`src/rtl/alu_pkg.sv`:
```
// Shared definitions for the ALU issue stage: ALU select codes, MIPS
// opcode/funct values, decode side-band enums and the issue-entry record.
package alu_pkg;

    localparam int ALU_WIDTH  = 32;
    localparam int ALU_REG_AW = 5;

    // ALU select codes
    localparam logic [2:0] SEL_NOT = 3'b000;
    localparam logic [2:0] SEL_AND = 3'b001;
    localparam logic [2:0] SEL_XOR = 3'b010;
    localparam logic [2:0] SEL_OR  = 3'b011;
    localparam logic [2:0] SEL_DEC = 3'b100;
    localparam logic [2:0] SEL_ADD = 3'b101;
    localparam logic [2:0] SEL_SUB = 3'b110;
    localparam logic [2:0] SEL_INC = 3'b111;

    // MIPS opcodes
    localparam logic [5:0] OP_RTYPE = 6'h00;
    localparam logic [5:0] OP_BEQ   = 6'h04;
    localparam logic [5:0] OP_ADDI  = 6'h08;
    localparam logic [5:0] OP_ADDIU = 6'h09;
    localparam logic [5:0] OP_ANDI  = 6'h0C;
    localparam logic [5:0] OP_ORI   = 6'h0D;
    localparam logic [5:0] OP_XORI  = 6'h0E;

    // MIPS R-type funct codes (0x30..0x32 are local extensions for INC/DEC/NOT)
    localparam logic [5:0] FN_ADD  = 6'h20;
    localparam logic [5:0] FN_ADDU = 6'h21;
    localparam logic [5:0] FN_SUB  = 6'h22;
    localparam logic [5:0] FN_SUBU = 6'h23;
    localparam logic [5:0] FN_AND  = 6'h24;
    localparam logic [5:0] FN_OR   = 6'h25;
    localparam logic [5:0] FN_XOR  = 6'h26;
    localparam logic [5:0] FN_INC  = 6'h30;
    localparam logic [5:0] FN_DEC  = 6'h31;
    localparam logic [5:0] FN_NOT  = 6'h32;

    // Source of operand b
    typedef enum logic [1:0] {
        IMM_NONE = 2'd0,   // b is the (forwarded) rt value
        IMM_SEXT = 2'd1,   // b is the sign-extended immediate
        IMM_ZEXT = 2'd2    // b is the zero-extended immediate
    } imm_mode_e;

    // Destination register select
    typedef enum logic [1:0] {
        DEST_ZERO = 2'd0,
        DEST_RD   = 2'd1,
        DEST_RT   = 2'd2
    } dest_e;

    // One entry held by the issue stage (output register or skid slot)
    typedef struct packed {
        logic [ALU_WIDTH-1:0]  a;
        logic [ALU_WIDTH-1:0]  b;
        logic [2:0]            sel;
        logic [ALU_REG_AW-1:0] wr_rd;
        logic                  ovf_trap;
        logic                  illegal;
    } issue_entry_t;

endpackage

```
`src/rtl/alu_op_decode.sv`:
```
// Combinational MIPS opcode/funct decode into ALU select, operand-b source,
// destination select, overflow-trap and illegal flags.
module alu_op_decode
    import alu_pkg::*;
(
    input  logic [5:0] opcode,
    input  logic [5:0] funct,
    output logic [2:0] sel,
    output imm_mode_e  imm_mode,
    output dest_e      dest,
    output logic       ovf_trap,
    output logic       illegal
);

    // Table decode; unsupported codes fall back to NOT with no destination
    always_comb begin
        sel      = SEL_NOT;
        imm_mode = IMM_NONE;
        dest     = DEST_ZERO;
        ovf_trap = 1'b0;
        illegal  = 1'b0;
        if (opcode == OP_RTYPE) begin
            dest = DEST_RD;
            case (funct)
                FN_ADD:  begin sel = SEL_ADD; ovf_trap = 1'b1; end
                FN_ADDU: sel = SEL_ADD;
                FN_SUB:  begin sel = SEL_SUB; ovf_trap = 1'b1; end
                FN_SUBU: sel = SEL_SUB;
                FN_AND:  sel = SEL_AND;
                FN_OR:   sel = SEL_OR;
                FN_XOR:  sel = SEL_XOR;
                FN_INC:  sel = SEL_INC;
                FN_DEC:  sel = SEL_DEC;
                FN_NOT:  sel = SEL_NOT;
                default: begin
                    illegal = 1'b1;
                    dest    = DEST_ZERO;
                end
            endcase
        end else begin
            case (opcode)
                OP_ADDI: begin
                    sel = SEL_ADD; imm_mode = IMM_SEXT; dest = DEST_RT; ovf_trap = 1'b1;
                end
                OP_ADDIU: begin
                    sel = SEL_ADD; imm_mode = IMM_SEXT; dest = DEST_RT;
                end
                OP_ANDI: begin
                    sel = SEL_AND; imm_mode = IMM_ZEXT; dest = DEST_RT;
                end
                OP_ORI: begin
                    sel = SEL_OR; imm_mode = IMM_ZEXT; dest = DEST_RT;
                end
                OP_XORI: begin
                    sel = SEL_XOR; imm_mode = IMM_ZEXT; dest = DEST_RT;
                end
                OP_BEQ: begin
                    sel = SEL_SUB;
                end
                default: begin
                    illegal = 1'b1;
                end
            endcase
        end
    end

endmodule

```
`src/rtl/alu_issue_stage.sv`:
```
// ALU issue stage: operand forwarding, immediate selection and op decode,
// registered behind a 2-entry skid buffer (output register + one skid slot).
// Optional macro ALU_ISSUE_PERF_EN adds a saturating output-stall counter.
//
// Handshake: a transfer happens on a cycle where valid && ready are both high
// at the rising edge. in_ready is the inverse of the skid-slot occupancy
// flop, so it never depends combinationally on out_ready. While
// out_valid && !out_ready, every out_* signal holds its value.
module alu_issue_stage
    import alu_pkg::*;
#(
    // Must match ALU_WIDTH / ALU_REG_AW, which size the stored entry record
    parameter int WIDTH  = ALU_WIDTH,
    parameter int REG_AW = ALU_REG_AW
) (
    input  logic              clk,
    input  logic              rst,
    input  logic              flush,
    input  logic              in_valid,
    output logic              in_ready,
    input  logic [5:0]        in_opcode,
    input  logic [5:0]        in_funct,
    input  logic [REG_AW-1:0] in_rs,
    input  logic [REG_AW-1:0] in_rt,
    input  logic [REG_AW-1:0] in_rd,
    input  logic [WIDTH-1:0]  in_rs_data,
    input  logic [WIDTH-1:0]  in_rt_data,
    input  logic [15:0]       in_imm,
    input  logic              fwd_exmem_valid,
    input  logic              fwd_memwb_valid,
    input  logic [REG_AW-1:0] fwd_exmem_rd,
    input  logic [REG_AW-1:0] fwd_memwb_rd,
    input  logic [WIDTH-1:0]  fwd_exmem_data,
    input  logic [WIDTH-1:0]  fwd_memwb_data,
    output logic              out_valid,
    input  logic              out_ready,
    output logic [WIDTH-1:0]  out_a,
    output logic [WIDTH-1:0]  out_b,
    output logic [2:0]        out_sel,
    output logic [REG_AW-1:0] out_wr_rd,
    output logic              out_ovf_trap,
    output logic              out_illegal
`ifdef ALU_ISSUE_PERF_EN
    ,
    output logic [31:0]       perf_stall_cnt
`endif
);

    // Index 0 reads as zero; EX/MEM beats MEM/WB beats register file
    function automatic logic [WIDTH-1:0] fwd_operand(
        input logic [REG_AW-1:0] idx,
        input logic [WIDTH-1:0]  rf_data,
        input logic              ex_v,
        input logic [REG_AW-1:0] ex_rd,
        input logic [WIDTH-1:0]  ex_data,
        input logic              wb_v,
        input logic [REG_AW-1:0] wb_rd,
        input logic [WIDTH-1:0]  wb_data
    );
        logic [WIDTH-1:0] r;
        if (idx == '0)                      r = '0;
        else if (ex_v && (ex_rd == idx))    r = ex_data;
        else if (wb_v && (wb_rd == idx))    r = wb_data;
        else                                r = rf_data;
        return r;
    endfunction

    logic [2:0]       dec_sel;
    imm_mode_e        dec_imm_mode;
    dest_e            dec_dest;
    logic             dec_ovf_trap;
    logic             dec_illegal;

    logic [WIDTH-1:0] rs_val;
    logic [WIDTH-1:0] rt_val;
    issue_entry_t     new_e;

    issue_entry_t     out_e;
    logic             out_vld;
    issue_entry_t     skid_e;
    logic             skid_vld;

    logic             accept;
    logic             out_free;

    alu_op_decode u_decode (
        .opcode   (in_opcode),
        .funct    (in_funct),
        .sel      (dec_sel),
        .imm_mode (dec_imm_mode),
        .dest     (dec_dest),
        .ovf_trap (dec_ovf_trap),
        .illegal  (dec_illegal)
    );

    // Build the entry that would be captured this cycle (forwarding sampled here only)
    always_comb begin
        rs_val = fwd_operand(in_rs, in_rs_data, fwd_exmem_valid, fwd_exmem_rd, fwd_exmem_data,
                             fwd_memwb_valid, fwd_memwb_rd, fwd_memwb_data);
        rt_val = fwd_operand(in_rt, in_rt_data, fwd_exmem_valid, fwd_exmem_rd, fwd_exmem_data,
                             fwd_memwb_valid, fwd_memwb_rd, fwd_memwb_data);
        new_e          = '0;
        new_e.a        = rs_val;
        new_e.sel      = dec_sel;
        new_e.ovf_trap = dec_ovf_trap;
        new_e.illegal  = dec_illegal;
        case (dec_imm_mode)
            IMM_SEXT: new_e.b = {{(WIDTH-16){in_imm[15]}}, in_imm};
            IMM_ZEXT: new_e.b = {{(WIDTH-16){1'b0}}, in_imm};
            default:  new_e.b = rt_val;
        endcase
        case (dec_dest)
            DEST_RD: new_e.wr_rd = in_rd;
            DEST_RT: new_e.wr_rd = in_rt;
            default: new_e.wr_rd = '0;
        endcase
    end

    assign in_ready = !skid_vld;
    assign accept   = in_valid && in_ready && !flush;
    // Output register can take a new value: empty, or its entry leaves this cycle
    assign out_free = !out_vld || out_ready;

    // Output register and skid slot; skid is only ever occupied behind a full output
    always_ff @(posedge clk) begin
        if (rst) begin
            out_e    <= '0;
            out_vld  <= 1'b0;
            skid_e   <= '0;
            skid_vld <= 1'b0;
        end else if (flush) begin
            out_vld  <= 1'b0;
            skid_vld <= 1'b0;
        end else if (out_free) begin
            if (skid_vld) begin
                out_e    <= skid_e;
                out_vld  <= 1'b1;
                skid_vld <= 1'b0;
            end else begin
                out_vld <= accept;
                if (accept) out_e <= new_e;
            end
        end else if (accept) begin
            skid_e   <= new_e;
            skid_vld <= 1'b1;
        end
    end

    assign out_valid    = out_vld;
    assign out_a        = out_e.a;
    assign out_b        = out_e.b;
    assign out_sel      = out_e.sel;
    assign out_wr_rd    = out_e.wr_rd;
    assign out_ovf_trap = out_e.ovf_trap;
    assign out_illegal  = out_e.illegal;

`ifdef ALU_ISSUE_PERF_EN
    // Count cycles where the ALU side holds a valid entry it cannot pass on
    always_ff @(posedge clk) begin
        if (rst) begin
            perf_stall_cnt <= '0;
        end else if (out_vld && !out_ready && (perf_stall_cnt != 32'hFFFF_FFFF)) begin
            perf_stall_cnt <= perf_stall_cnt + 32'd1;
        end
    end
`endif

endmodule
```
`config.mk`:
```
export PLATFORM = sky130hd
export DESIGN_NAME = alu_issue_stage
export DESIGN_NICKNAME = d
export VERILOG_FILES = /design/src/rtl/alu_pkg.sv /design/src/rtl/alu_op_decode.sv /design/src/rtl/alu_issue_stage.sv
export SDC_FILE = /design/constraint.sdc
export NUM_CORES = 1
export LEC_CHECK = 0
export ABC_CLOCK_PERIOD_IN_PS = 4950
export BUFFER_PORTS_ARGS = -buffer_cell sky130_fd_sc_hd__buf_2
export CAP_MARGIN = 20
export CORE_UTILIZATION = 50
export DETAILED_ROUTE_END_ITERATION = 10
export PLACE_DENSITY_LB_ADDON = 0.2
export SKIP_LAST_GASP = 1
export SYNTH_ARGS = -nofsm -noshare
export SYNTH_HDL_FRONTEND = slang
export SYNTH_SLANG_ARGS = --single-unit
```
`constraint.sdc`:
```
create_clock -name clk -period 4.95 [get_ports clk]
set_input_delay 0.2475 -clock clk [delete_from_list [all_inputs] [get_ports clk]]
set_output_delay 0.2475 -clock clk [all_outputs]
set_load 0.01 [all_outputs]
```
== Yosys cells after proc, flatten, opt, wreduce, memory -nomap -nowiden ==
Index checks and enable logic that the tools add are counted.

* Eq/ne operators: 24
* Mux-type cells: 25
* Bitwise gates (word level): 2
* Reductions and logical operators: 26

{| class="wikitable"
|+ Operators by type and width
! operator !! number
|-
| 32-bit two-way mux || 6
|-
| 74-bit two-way mux || 2
|-
| 32-bit one-hot mux with 2 select lines || 1
|-
| 6-bit == test, second input constant || 10
|-
| 6-bit by 4-bit == test with 1-bit output, second input constant || 5
|-
| 3-bit one-hot mux with 7 select lines || 1
|-
| 5-bit == test || 4
|-
| 3-bit one-hot mux with 5 select lines || 1
|-
| 5-bit zero test || 2
|-
| 5-bit one-hot mux with 2 select lines || 1
|-
| 10-bit OR reduction || 1
|-
| 2-bit OR reduction || 5
|-
| 1-bit two-way mux || 8
|-
| 6-bit by 3-bit == test with 1-bit output, second input constant || 1
|-
| 1-bit logical AND || 6
|-
| 6-bit zero test || 1
|-
| 2-bit two-way mux || 3
|-
| 3-bit AND reduction || 2
|-
| 3-bit OR reduction || 2
|-
| 6-bit OR reduction || 1
|-
| 5-bit OR reduction || 1
|-
| 2-bit by 1-bit == test with 1-bit output, second input constant || 2
|-
| 2-bit == test, second input constant || 2
|-
| 2-bit one-hot mux with 2 select lines || 1
|-
| 5 further kinds || 8
|}

* Register bits: 150
* Input port bits: 188
* Output and inout bits: 76
* Word-level logic and storage cells: 91

== Depth between registers and ports, before layout ==
* Word-level depth: 8
* Mapped depth: 9
* Mapped depth without buffers: 8

== Cells and area by module ==
A second synthesis with hierarchy kept.

* Cell total of the unflattened synthesis: 1069
* Area total of the unflattened synthesis: 8667.1 µm²

{| class="wikitable"
|+ Modules (own cells, without submodules)
! module !! instances !! cells each !! area an instance (µm²) !! seq. area each (µm²)
|-
| alu_issue_stage || 1 || 1029 || 8385.5 || 3002.9
|-
| alu_op_decode || 1 || 40 || 281.5 || 0.0
|}

== Worst setup path before layout ==
OpenSTA, ideal clock, no wires.

* Path kind: input port to flip-flop
* Start point: input in_opcode[5]
* End point: register skid_e[38] in the netlist's numbering
* Library setup time: 79 ps
* Arrival: 2155 ps
* Required time: 4871 ps
* Setup slack: 2717 ps
* Stages on the path: 9
* Path buffers: 1
* Cells stage by stage: or3b_2 nor3_1 ha_1 o21a_1 clkbuf_1 o31ai_1 a31oi_1 nor2_1 nor3_1

* Cells in the longest elaborated chain, start to end: 6
* Elaborated cells on any way between the ends: 13
* Classes of those cells: eq/ne: 7; mux: 3; reduce/logical: 3

{| class="wikitable"
|+ Ends and longest elaborated chain
! item !! line !! RTL
|-
| start, declared || alu_issue_stage.sv:21 || <nowiki>input logic [5:0] in_opcode,</nowiki>
|-
| 6-bit by 4-bit == test with 1-bit output || alu_op_decode.sv:41 || <nowiki>case (opcode)</nowiki>
|-
| 3-bit OR reduction (no line) or 2-bit OR reduction (tied branches) || -- ||
|-
| 2-bit one-hot mux with 2 select lines || alu_op_decode.sv:41 ||
|-
| 2-bit two-way mux (*) || alu_op_decode.sv:22 || <nowiki>if (opcode == OP_RTYPE) begin</nowiki>
|-
| 2-bit == test or 2-bit by 1-bit == test with 1-bit output (tied branches) || alu_issue_stage.sv:107 || <nowiki>case (dec_imm_mode)</nowiki>
|-
| 32-bit one-hot mux with 2 select lines (*) || alu_issue_stage.sv:107 ||
|-
| end signal, assigned || alu_issue_stage.sv:144 || <nowiki>skid_e <= new_e;</nowiki>
|-
| end, declared || alu_issue_stage.sv:80 || <nowiki>issue_entry_t skid_e;</nowiki>
|}

Every way passes the cells marked *; elsewhere a longest branch is shown, timed or not.
A chain may end at the register's enable or synchronous reset.

== Worst setup path in the final report ==
* Start point: register skid_vld
* End point: register out_e (netlist bit out_b[27])

* Cells in the longest elaborated chain, start to end: 5
* Elaborated cells on any way between the ends: 6
* Classes of those cells: mux: 1; reduce/logical: 5

{| class="wikitable"
|+ Ends and longest elaborated chain
! item !! line !! RTL
|-
| start, declared || alu_issue_stage.sv:81 || <nowiki>logic skid_vld;</nowiki>
|-
| start signal, assigned || alu_issue_stage.sv:130 || <nowiki>skid_vld <= 1'b0;</nowiki>
|-
| start signal, assigned || alu_issue_stage.sv:133 || <nowiki>skid_vld <= 1'b0;</nowiki>
|-
| start signal, assigned || alu_issue_stage.sv:138 || <nowiki>skid_vld <= 1'b0;</nowiki>
|-
| 1-bit zero test || alu_issue_stage.sv:119 || <nowiki>assign in_ready = !skid_vld;</nowiki>
|-
| 1-bit logical AND (2 in a row) || alu_issue_stage.sv:120 || <nowiki>assign accept = in_valid && in_ready && !flush;</nowiki>
|-
| 2-bit nonzero test (no line) || -- ||
|-
| 3-bit AND reduction (no line) || -- ||
|-
| end signal, assigned || alu_issue_stage.sv:136 || <nowiki>out_e <= skid_e;</nowiki>
|-
| end signal, assigned || alu_issue_stage.sv:141 || <nowiki>if (accept) out_e <= new_e;</nowiki>
|-
| end, declared || alu_issue_stage.sv:78 || <nowiki>issue_entry_t out_e;</nowiki>
|}

Several ways; a longest one is shown, not always the timed one.

==> results.yml <==
status:
  outcome: "complete, no violations"
floorplan:
  die_x_um: 132
  design.core.area_um2: 16500
  fp.dieH_um: 132
  rows: 47
  io_pins: 264
  start_util: 0.511
  dieArea_um2: 17400
grt:
  grt_max_degree: 97
  antenna_found_initial: 8
  grt_pass1_wl_mm: 44.8
  grt_use_total: 0.324
  grt_pass1_vias: 8268
  gr-total-overflow: 0
timing:
  tns_ps: 0
  relSlewSlack: 0.295
  setup_viol: 0
  hold_viol_final: 0
  drv_slew: 0
  min_period_ps: 2910
  rsz0062_at_grt: "false"
  period_share: 0.589
  max_freq_mhz: 343
  clock_skew_ps: 6.43
  tightest_slew_ps: 1060
logic_synthesis:
  synth_top_family_by_area: "compound AO/OA/AOI/OAI gates"
  synth-adder-area-share: 0.00296
  synth_fp_nets: 1250
  yosys.area_share.simple: 0.206
  synth_edf_count: 0
  netlist_instances: 1060
  yosys_warnings: 0
  seq_area_frac_synth: 0.356
  ys_ff_latch: 150
  async_flop_share: 0
  synth_xor_area_frac: 0.0218
  synth_compound_area_frac: 0.316
  yosysUniqueCellTypes: 51
  avgSynthCellArea_um2: 7.97
  syn-cell-area_um2: 8440
  synth_mux_area_frac: 0.0416
  synthFlopType: "dfxtp_1"
route:
  drtPass1Iterations: 6
  antenna_left: 0
  viasPerCell: 6.10
  wire_per_inst_um: 19.1
  drt_drc_violations_left: 0
  drt-total-wl_mm: 28.6
  vias: 9102
  dr.first_iter.drc_count: 1066
power_and_ir_drop:
  p_leak_nw: 4.18
  total_power_mw: 3.15
  power_density_nw_per_um2: 303
  ir_worst_vdd_mv: 0.234
run:
  cap_viol_max_count: 0
clock_network:
  cts.repair.resized: 0
  insertion_delay_ps: 430
  cts_setup_buffers: 0
  htree_levels: 4
  cts_hold_buf: 0
  cts_root_buf: "clkbuf_16"
  clockBufferDepth: 2
  numCtsBuffers: 17
  cts_tree: "yes"
  numClockSinks: 150
  clkTransAtPathRegs_ps: 60
setup_path:
  regToRegSetupSlack_ps: 2040
  cp_cell_sequence: "nor2_1 -> nor3_4 -> buf_4 -> nand3_1 -> nor2_1 -> nor3_1"
  reg2reg_depth: 6
  cp-end-kind: "register"
  slowest_delay_ps: 700
  regToRegEndpoint: "out_b[27]"
  critPathMaxFanout: 64
  crit_arrival_ps: 3200
  cp.required_ps: 5240
  r2r-start: "skid_vld"
  crit_path_start_kind: "register"
  cpMaxStageDelayCell: "dfxtp_2"
  cpMostUsedCell: "nor2_1"
  crit_type: "register to register"
place:
  dp_hpwl_mm: 19.2
  routabilityCongestion: 0.939
  io_buffer_count: 263
layout:
  drive_gt1_frac: 0.295
  nets: 1443
  postLayoutCoreUtil: 0.629
  syn2layout_area_growth_pct: 23.2
min_path:
  min_to: "out_valid"
  whs_path_depth: 2
  hp-start: "flush"
  hold_path_class: "input pin to register"
where the power goes:
part | switching (mW) | internal (mW) | total, mW
logic | 0.302 | 0.200 | 0.502
clock network | 0.564 | 0.809 | 1.37
registers | 0.0246 | 1.25 | 1.28
flip-flops by register name (all words and copies together), names as in the netlist:
register      cells
skid_e           74
out_a            32
out_b            32
out_wr_rd         5
out_sel           3
out_illegal       1
out_ovf_trap      1
out_valid         1
skid_vld          1
critical path, delay by kind of cell, from the launching register on:
kind                   cells  cell delay (ps)
AND/OR/NAND/NOR            5             1420
flip-flops                 1              700
buffers and inverters      1              620
final cells by class:
type                    count  area [um2]
clock buffers              18         429
repair buffers            278        1470
flip-flops and latches    150        3000
clock inverters            14         188
multi-input cells         802        5000
well taps                 220         275
diodes                      6        15.0
fillers                  1515        6120
inverters                   4        15.0
metal layers:
metal | global-route usage | vias up | share of wire
met1 | 0.448 | 4249 | 0.43
met3 | 0.0754 | 82 | 0.096
met2 | 0.479 | 472 | 0.43
met4 | 0.145 | 6 | 0.033
li1 | - | 4293 | -
met5 | 0 | - | 0.0011
synth_stat cells, drive strengths merged (6+ instances only):
master,number,area share
o21ai,64,0.039
nor2,168,0.075
clkbuf,79,0.035
or3,19,0.014
a31oi,18,0.013
buf,25,0.019
a211o,64,0.066
nor3,74,0.044
a21oi,74,0.044
o31ai,31,0.031
nor4,6,0.0044
xnor2,12,0.012
dfxtp,150,0.36
xor2,9,0.0093
a211oi,68,0.078
a311oi,17,0.027
nand3,36,0.021
nand2,65,0.029
mux2i,34,0.040
worst max-delay path by stage:
stage / start / endpoint / slack, ps / depth (start not counted)
floorplan: in_opcode[5] / skid_e[38] / 2720 / 9
global placement: in_opcode[3] / out_b[6] / 2030 / 7
detailed placement: in_opcode[3] / out_b[10] / 2010 / 7
CTS: skid_vld / out_b[27] / 2130 / 6
global route: skid_vld / out_b[27] / 1880 / 6
finish: skid_vld / out_b[27] / 2040 / 6
cell families (layout without fill, tap and decap cells):
family | count (synthesis) | after routing
AO/OA/AOI/OAI | 354 | 354
XOR/XNOR | 21 | 21
adder cells (fa/ha/maj) | 2 | 2
buffers and inverters | 108 | 314
flip-flops | 150 | 150
multiplexers | 35 | 35
other | 0 | 6
AND/OR/NAND/NOR | 390 | 390
per-stage QoR:
step	hold slack, ps	setup WS (ps)	cells	area [um2]
finish	77.8	2040	1492	10400
global route	81.6	1880	1490	10400
CTS	66.4	2130	1483	10300
detailed placement	439	2010	1451	9710
global placement	436	2030	1451	9710
floorplan	326	2720	1060	8440
cell usage in the layout (no fill, tap or decap), drive strengths merged, types with 6 or more instances in the layout:
cell    Yosys  routed
a211o      64      64
a211oi     68      68
a21oi      74      74
a311oi     17      17
a31oi      18      18
buf        25     278
clkbuf     79      18
dfxtp     150     150
diode       0       6
inv         4      11
mux2i      34      34
nand2      65      65
nand3      36      36
nor2      168     168
nor3       74      74
nor4        6       6
o21ai      64      64
o31ai      31      31
or3        19      19
xnor2      12      12
xor2        9       9
No activity file was read; power rests on OpenSTA's default activity.
